**src/rtl/l1_writeback.sv**
```systemverilog
// ---------------------------------------------------------------------------
// l1_writeback
//   Direct-mapped, write-back, write-allocate L1 cache with multi-word lines.
//   It sits between a core and a word-wide memory controller. A miss refills
//   the whole line word by word, writing back a dirty victim line first.
//   Uncached requests (should_cache=0) bypass the array as a single-word
//   memory access.
//
// Ports
//   clock, reset_n                 clock, synchronous active-low reset
//   request, address, input_data,
//   should_write, should_cache     core access; held stable until ready
//   output_data                    load data, valid when ready=1 and load
//   hit                            tag match on a valid line (informational)
//   ready                          core access completes this cycle
//   memory_request, memory_write,
//   memory_address,
//   memory_write_data              registered word access to the controller
//   memory_controller_output_data  read word from the controller
//   memory_controller_ready        one-cycle completion pulse per word
//   debug_state                    current FSM state encoding
//
// Handshakes
//   Core side: request/inputs stay stable until ready=1; the access retires
//   at the clock edge where ready=1 is seen.
//   Memory side: memory_request and its address/data stay stable until the
//   cycle where memory_controller_ready=1; that edge retires the word.
// ---------------------------------------------------------------------------
module l1_writeback #(
  parameter int CACHE_BLOCK_SIZE_BYTES = 16,
  parameter int CACHE_LINES            = 16
) (
  input  logic        clock,
  input  logic        reset_n,
  input  logic        request,
  input  logic [31:0] address,
  input  logic [31:0] input_data,
  input  logic        should_write,
  input  logic        should_cache,
  output logic [31:0] output_data,
  output logic        hit,
  output logic        ready,
  output logic        memory_request,
  output logic        memory_write,
  output logic [31:0] memory_address,
  output logic [31:0] memory_write_data,
  input  logic [31:0] memory_controller_output_data,
  input  logic        memory_controller_ready,
  output logic [2:0]  debug_state
);

  localparam int WORDS       = CACHE_BLOCK_SIZE_BYTES / 4;
  localparam int OFFSET_BITS = $clog2(WORDS);
  localparam int INDEX_BITS  = $clog2(CACHE_LINES);
  localparam int TAG_BITS    = 30 - OFFSET_BITS - INDEX_BITS;
  // The word counter needs at least one bit even for single-word lines.
  localparam int CNT_W       = (OFFSET_BITS > 0) ? OFFSET_BITS : 1;
  localparam logic [CNT_W-1:0] LAST_WORD = CNT_W'(WORDS - 1);

  typedef enum logic [2:0] {
    S_IDLE      = 3'd0,
    S_WRITEBACK = 3'd1,
    S_REFILL    = 3'd2,
    S_RESPOND   = 3'd3,
    S_UNCACHED  = 3'd4
  } state_e;

  state_e                 state_q;
  logic [CNT_W-1:0]       count_q;
  logic [CACHE_LINES-1:0] valid_q;
  logic [CACHE_LINES-1:0] dirty_q;
  logic [TAG_BITS-1:0]    tag_q  [CACHE_LINES];
  logic [31:0]            data_q [CACHE_LINES][WORDS];
  logic                   mem_req_q;
  logic                   mem_we_q;
  logic [31:0]            mem_addr_q;
  logic [31:0]            mem_wdata_q;

  // Address decode of the presented core address.
  logic [29:0]           word_addr;
  logic [CNT_W-1:0]      offset;
  logic [INDEX_BITS-1:0] index;
  logic [TAG_BITS-1:0]   tag;
  logic [CNT_W-1:0]      count_nxt;
  logic                  last_word;
  logic                  unused_addr_bits;

  assign word_addr        = address[31:2];
  assign offset           = word_addr[CNT_W-1:0] & LAST_WORD;
  assign index            = word_addr[OFFSET_BITS +: INDEX_BITS];
  assign tag              = word_addr[29 -: TAG_BITS];
  assign unused_addr_bits = ^address[1:0];
  assign count_nxt        = count_q + CNT_W'(1);
  assign last_word        = (count_q == LAST_WORD);

  // Byte address of word w of the line identified by tag t and index idx.
  function automatic logic [31:0] line_word_addr(input logic [TAG_BITS-1:0]   t,
                                                 input logic [INDEX_BITS-1:0] idx,
                                                 input logic [CNT_W-1:0]      w);
    logic [29:0] wa;
    wa = (30'(t) << (OFFSET_BITS + INDEX_BITS)) | (30'(idx) << OFFSET_BITS) |
         (30'(w) & 30'(LAST_WORD));
    return {wa, 2'b00};
  endfunction

  assign hit = valid_q[index] && (tag_q[index] == tag);

  always_comb begin
    ready = 1'b0;
    unique case (state_q)
      S_IDLE:     ready = request && should_cache && hit;
      S_RESPOND:  ready = 1'b1;
      S_UNCACHED: ready = memory_controller_ready;
      default:    ready = 1'b0;
    endcase
  end

  // Uncached loads forward the controller word; everything else reads the array.
  assign output_data = (state_q == S_UNCACHED) ? memory_controller_output_data
                                               : data_q[index][offset];

  assign memory_request    = mem_req_q;
  assign memory_write      = mem_we_q;
  assign memory_address    = mem_addr_q;
  assign memory_write_data = mem_wdata_q;
  assign debug_state       = state_q;

  always_ff @(posedge clock) begin
    if (!reset_n) begin
      state_q     <= S_IDLE;
      count_q     <= '0;
      valid_q     <= '0;
      dirty_q     <= '0;
      mem_req_q   <= 1'b0;
      mem_we_q    <= 1'b0;
      mem_addr_q  <= '0;
      mem_wdata_q <= '0;
    end else begin
      unique case (state_q)
        S_IDLE: begin
          if (request) begin
            if (!should_cache) begin
              state_q     <= S_UNCACHED;
              mem_req_q   <= 1'b1;
              mem_we_q    <= should_write;
              mem_addr_q  <= {address[31:2], 2'b00};
              mem_wdata_q <= input_data;
            end else if (hit) begin
              if (should_write) begin
                data_q[index][offset] <= input_data;
                dirty_q[index]        <= 1'b1;
              end
            end else if (valid_q[index] && dirty_q[index]) begin
              // Victim must reach memory before its line is overwritten.
              state_q     <= S_WRITEBACK;
              count_q     <= '0;
              mem_req_q   <= 1'b1;
              mem_we_q    <= 1'b1;
              mem_addr_q  <= line_word_addr(tag_q[index], index, '0);
              mem_wdata_q <= data_q[index][0];
            end else begin
              state_q    <= S_REFILL;
              count_q    <= '0;
              mem_req_q  <= 1'b1;
              mem_we_q   <= 1'b0;
              mem_addr_q <= line_word_addr(tag, index, '0);
            end
          end
        end

        S_WRITEBACK: begin
          if (memory_controller_ready) begin
            if (last_word) begin
              // Request stays high: the refill starts without a gap.
              state_q    <= S_REFILL;
              count_q    <= '0;
              mem_we_q   <= 1'b0;
              mem_addr_q <= line_word_addr(tag, index, '0);
            end else begin
              count_q     <= count_nxt;
              mem_addr_q  <= line_word_addr(tag_q[index], index, count_nxt);
              mem_wdata_q <= data_q[index][count_nxt];
            end
          end
        end

        S_REFILL: begin
          if (memory_controller_ready) begin
            data_q[index][count_q] <= memory_controller_output_data;
            if (last_word) begin
              // Line becomes valid only once every word has arrived.
              state_q        <= S_RESPOND;
              count_q        <= '0;
              tag_q[index]   <= tag;
              valid_q[index] <= 1'b1;
              dirty_q[index] <= 1'b0;
              mem_req_q      <= 1'b0;
            end else begin
              count_q    <= count_nxt;
              mem_addr_q <= line_word_addr(tag, index, count_nxt);
            end
          end
        end

        S_RESPOND: begin
          if (should_write) begin
            data_q[index][offset] <= input_data;
            dirty_q[index]        <= 1'b1;
          end
          state_q <= S_IDLE;
        end

        S_UNCACHED: begin
          if (memory_controller_ready) begin
            state_q   <= S_IDLE;
            mem_req_q <= 1'b0;
            mem_we_q  <= 1'b0;
          end
        end

        default: begin
          state_q   <= S_IDLE;
          mem_req_q <= 1'b0;
          mem_we_q  <= 1'b0;
        end
      endcase
    end
  end

endmodule

```
**config.mk**
```make
export PLATFORM = sky130hd
export DESIGN_NAME = l1_writeback
export DESIGN_NICKNAME = d
export VERILOG_FILES = /design/src/rtl/l1_writeback.sv
export SDC_FILE = /design/constraint.sdc
export NUM_CORES = 2
export LEC_CHECK = 0
export CAP_MARGIN = 10
export CORE_ASPECT_RATIO = 1.75
export CORE_MARGIN = 2
export CORE_UTILIZATION = 39
export CTS_CLUSTER_SIZE = 40
export DETAILED_ROUTE_END_ITERATION = 16
export GPL_TIMING_DRIVEN = 0
export HOLD_SLACK_MARGIN = 0.06
export PLACE_DENSITY_LB_ADDON = 0.3
export SYNTH_ARGS = -nofsm -noshare
export SYNTH_HDL_FRONTEND = slang
export SYNTH_SLANG_ARGS = --single-unit
```
**constraint.sdc**
```tcl
create_clock -name clock -period 19.1 [get_ports clock]
set_input_delay 4.775 -clock clock [delete_from_list [all_inputs] [get_ports clock]]
set_output_delay 4.775 -clock clock [all_outputs]
set_load 0.005 [all_outputs]
```
* After elaboration in Yosys (flattened, before gate mapping) *
Memory sizes are Yosys's and may differ from the RTL's.
Index checks and enable logic that the tools add are counted.

cells by class
  bitwise operators = 269
  reduce and logical (&&, ||, !) cells = 23
  mux-type cells = 344
  eq/ne operators = 20
  order comparisons = 7
  $add $sub $neg = 1

operators with widths
  operator              number
  $mux W32              21
  $mux W128             3
  $mux W1               285
  $or A1 B1 Y1          256
  $bmux W32 S2          2
  $demux W32 S2         2
  $mux W16              6
  $pmux W32 S3          1
  $pmux W32 S2          1
  $or A30 B2 Y30        2
  $or A30 B6 Y30        2
  $pmux W16 S3          1
  $or A16 B16 Y16       2
  $reduce_and A6 Y1     5
  $eq A24 B24 Y1        1
  $mux W3               8
  $ne A2 B2 Y1 const B  11
  $and A16 B16 Y16      1
  $not A16 Y16          1
  $mux W2               6
  $pmux W3 S4           1
  $ge A3 B3 Y1 const B  3
  $not A2 Y3            3
  $bmux W1 S4           2
  other kinds (23)      38

storage, ports and cells
  bits of input ports = 102
  output and inout port bits = 103
  bits in registers = 103
  memories = 2
  memory bits (writable) = 2432

memory list
  memory  depth  bits a word  read ports  clocked after memory_dff  wr ports  RTL line  RTL
  data_q  16     128          1           0                         1         73        logic [31:0] data_q [CACHE_LINES][WORDS];
  tag_q   16     24           1           0                         1         72        logic [TAG_BITS-1:0] tag_q [CACHE_LINES];

* Logic depth before layout (Yosys ltp) *
  depth after elaboration = 11
  depth in mapped cells = 18

* Least setup slack after synthesis *
OpenSTA, ideal clock, no wires.

  kind = input to output
  start point = in address[4]
  end point = out output_data[14]
  arrival time = 8692 ps
  setup slack = 5633 ps
  required time = 14325 ps
  stages on the path = 13
  path through = buf_2 > buf_4 > buf_6 > buf_4 > buf_6 > buf_4 > clkbuf_1 > clkbuf_1 > buf_1 > mux4_2 > mux4_2 > mux4_2 > mux2_2

on the way
  longest elaborated chain between the ends = 5

ends and longest elaborated chain
  what                                          RTL line  RTL
  start, declared                               36        input logic [31:0] address,
  $mem_v2 Z16 W128                              --
  $bmux W32 S2                                  120       : data_q[index][offset];
  $mux W32 (implied by the code) (2 in series)  120
  $mux W32                                      119       assign output_data = (state_q == S_UNCACHED) ? memory_controller_output_data
  end, declared                                 40        output logic [31:0] output_data,

Every way passes these cells. The select of a mux whose other input is x is not followed.

* Worst setup path after layout *
  start point = in address[5]
  end point = out output_data[29]

The elaborated chain is that of the path after synthesis.

==> metrics.md <==
| Metric | Value |
|---|---|
| Status | `finished clean` |
| Critical Path Slowest Stage Cell | `clkbuf_1` |
| Sequential fraction of the synthesis area | `0.736` |
| Element type at the critical path end | `output pin` |
| Post-synth EDFFs | `~2400` |
| WL per Instance | `between 30 and 40 um` |
| Vias per Instance | `just over 6` |
| Synth async-reset ratio | `0` |
| Startpoint of the worst register-to-register path | `tag_q[15][23]$_DFFE_PP_` |
| Max-slew violation count | `0` |
| Via Count | `between 50000 and 60000` |
| Post-route cell area | `118000 sq um` |
| Die height | `680 um` |
| RSZ-0062 raised after global routing | `false` |
| Placement Cell Area | `about 110000 sq um` |
| Worst Skew | `71.4 ps` |
| Initial antenna violation count | `39` |
| Area leader, netlist | `edfxtp_1` |
| Leak | `~37 nW` |
| HPWL after DPL | `about 230000 um` |
| Hold_buf cts | `0` |
| Synth warn | `0` |
| GR Overflow Total | `0` |
| Clock tree sinks | `approximately 2500` |
| Worst-path clk slew | `60 ps` |
| Syn Std Cell Area | `just over 100000 sq um` |
| Slowest stage delay, CP | `~990 ps` |
| TritonCTS buffer count | `roughly 230` |
| CTS tree | `done` |
| Share of cells above drive strength 1 | `0.290` |
| Total negative slack | `0 ps` |
| Flops & latches, synth | `approximately 2500` |
| Synth Area per Inst | `around 22 sq um` |
| Max transition margin | `0.0757` |
| Final min period | `17220 ps` |
| Critical path cell sequence | `clkdlybuf4s50_1, buf_6, buf_6, buf_6, buf_6, buf_4, buf_2, clkbuf_1, clkbuf_1, clkbuf_1, mux4_2, mux4_2, mux4_2, mux2_2, clkdlybuf4s50_1` |
| Crit path launch type | `input port` |
| Die Wd | `roughly 390 um` |
| Root Driver | `clkbuf_16` |
| PortBufs | `197` |
| Crit path max fanout | `10` |
| Most frequent cell after synthesis | `edfxtp_1` |
| Iter 0 DRT Violations | `between 6000 and 7000` |
| Unique masters post-synth | `80` |
| # DRC | `0` |
| Post-CTS Resized | `0` |
| First-pass GRT wire length | `about 450000 um` |
| Max clock buf depth | `4` |
| Worst min-delay path category | `reg2reg` |
| GP Congestion | `around 0.97` |
| Worst vdd ir | `roughly 72 uV` |
| Fmax | `58.1 MHz` |
| Initial Utilization | `0.391` |
| Area contributors post-synth | `edfxtp_1, mux4_2, mux2_2, dfxtp_1, mux2i_1` |
| Core area | `between 200000 and 300000 sq um` |
| Hold Crit Start | `memory_address[20]$_SDFFE_PN0P_` |
| List of most frequent post-synthesis cells | `edfxtp_1, mux4_2, mux2_2` |
| CP Data Required Time | `~14000 ps` |
| H-tree depth | `4` |
| Final antenna-violating net count | `0` |
| Row cnt | `around 250` |
| Ys flop type | `edfxtp_1` |
| Clock Latency Late Sink | `910 ps` |
| Final hold violations | `0` |
| Tot Pwr | `roughly 12 mW` |
| Max-Cap Viols | `0` |
| Area Growth Syn to Fin | `15.7%` |
| Total GRT Usage | `0.248` |
| P per Cell Area | `between 100 and 150 nW/um^2` |
| Endpoints failing setup | `0` |
| CP most frequent cell | `buf_6` |
| Die area | `266000 sq um` |
| WP data arrival | `approximately 12000 ps` |
| # Post-CTS Setup Buffers | `0` |
| IO Pins | `approximately 200` |
| Critical setup path kind | `in2out` |
| Tcrit/Tclk final | `0.902` |
| Largest net degree at the start of global routing | `28` |
| Fill count | `21600` |
| Yosys top cell area share | `0.717` |
| Syn Inst Count | `4674` |
| Vias in the first global route | `approximately 53000` |
| Total Routed Length | `between 300000 and 400000 um` |
| Layout net count | `between 5000 and 6000` |
| Drt first pass iters | `6` |
| Worst-margin pin slew | `1380 ps` |
| Worst setup startpoint | `address[5]` |
## placed cells by master (no fill, tap or decap), types with 10 or more instances in the layout
cell and count:
edfxtp_1 2432, nand2_1 110, or4_1 21, o21ai_0 46
nor2b_4 24, mux2_2 186, buf_6 13, o211ai_1 22
clkbuf_16 232, nand3_1 27, nor2_1 58, buf_2 30
and2b_2 40, clkinvlp_4 13, diode_2 31, nor2b_1 12
a211oi_1 23, clkinv_1 55, nor3_1 19, clkinv_2 35
o22ai_1 41, clkdlybuf4s50_1 197, clkbuf_1 181, xnor2_1 21
a21o_1 18, buf_4 11, inv_1 24, buf_1 77
a21oi_1 85, a22oi_1 22, nor2_4 16, bufinv_16 27
mux4_2 788, buf_12 73, buf_8 17, buf_16 10
mux2i_1 113, dfxtp_1 101
## worst max-delay path, delay by kind of cell
family / cells / cell delay [ps]
buf+inv: 11 / 5690
mux: 4 / 1890
## path summary, 6_finish.rpt
path                                     endpoint  slack (ps)  cells after the start
setup reg to reg          data_q[6][76]$_DFFE_PP_       13450                     11
hold / removal    memory_address[20]$_SDFFE_PN0P_         450                      2
setup / recovery                  output_data[29]        1880                     15
hold reg to reg   memory_address[20]$_SDFFE_PN0P_         450                      2
## power breakdown
group          total, mW  internal [mW]  switching [mW]
Clock               4.66           2.59            2.07
Combinational       1.24          0.467           0.769
Sequential          6.20           6.15          0.0511
## layer usage
layer	share of wire	GRT usage
met5	0.00047	0
met1	0.34	0.289
met4	0.065	0.137
met3	0.091	0.0579
met2	0.50	0.422
## cell families after synthesis
kind of cell / share of synthesized area
compound gates: 0.0216
xor+xnor: 0.00258
fa+ha+maj: 0.000491
buf+inv: 0.0136
flops: 0.736
mux: 0.206
other cells: 0.0000368
simple gates: 0.0192
## cell type report
cell class / count / area (sq um) / share of cell area
Antenna cell: 31 / 77.6 / 0.000658
Buffer: 286 / 1290 / 0.0110
Clock buffer: 264 / 5940 / 0.0504
Clock inverter: 144 / 1450 / 0.0123
Inverter: 27 / 101 / 0.000860
Multi-Input combinational cell: 1829 / 25800 / 0.219
Sequential cell: 2533 / 75100 / 0.637
Tap cell: 3375 / 4220 / 0.0358
Timing Repair Buffer: 296 / 3930 / 0.0333
## per-stage QoR
| step | hold slack [ps] | util | std cells | setup WS [ps] |
|---|---|---|---|---|
| after floorplan | 421 | - | 4675 | 5630 |
| after global placement | 427 | 0.415 | 8247 | 1670 |
| after detailed placement | 437 | 0.424 | 8336 | 2060 |
| after CTS | 452 | 0.452 | 8744 | 2030 |
| after global routing | 462 | 0.453 | 8755 | 1960 |
| final | 453 | 0.453 | 8785 | 1880 |
## registers in the layout (all words and copies together), names as in the netlist, named ones only
signal	cells
debug_state	3
memory_write_data	32
tag_q	384
valid_q	16
memory_request	1
data_q	2048
count_q	2
memory_address	30
memory_write	1
No activity file was read; power rests on OpenSTA's default activity.
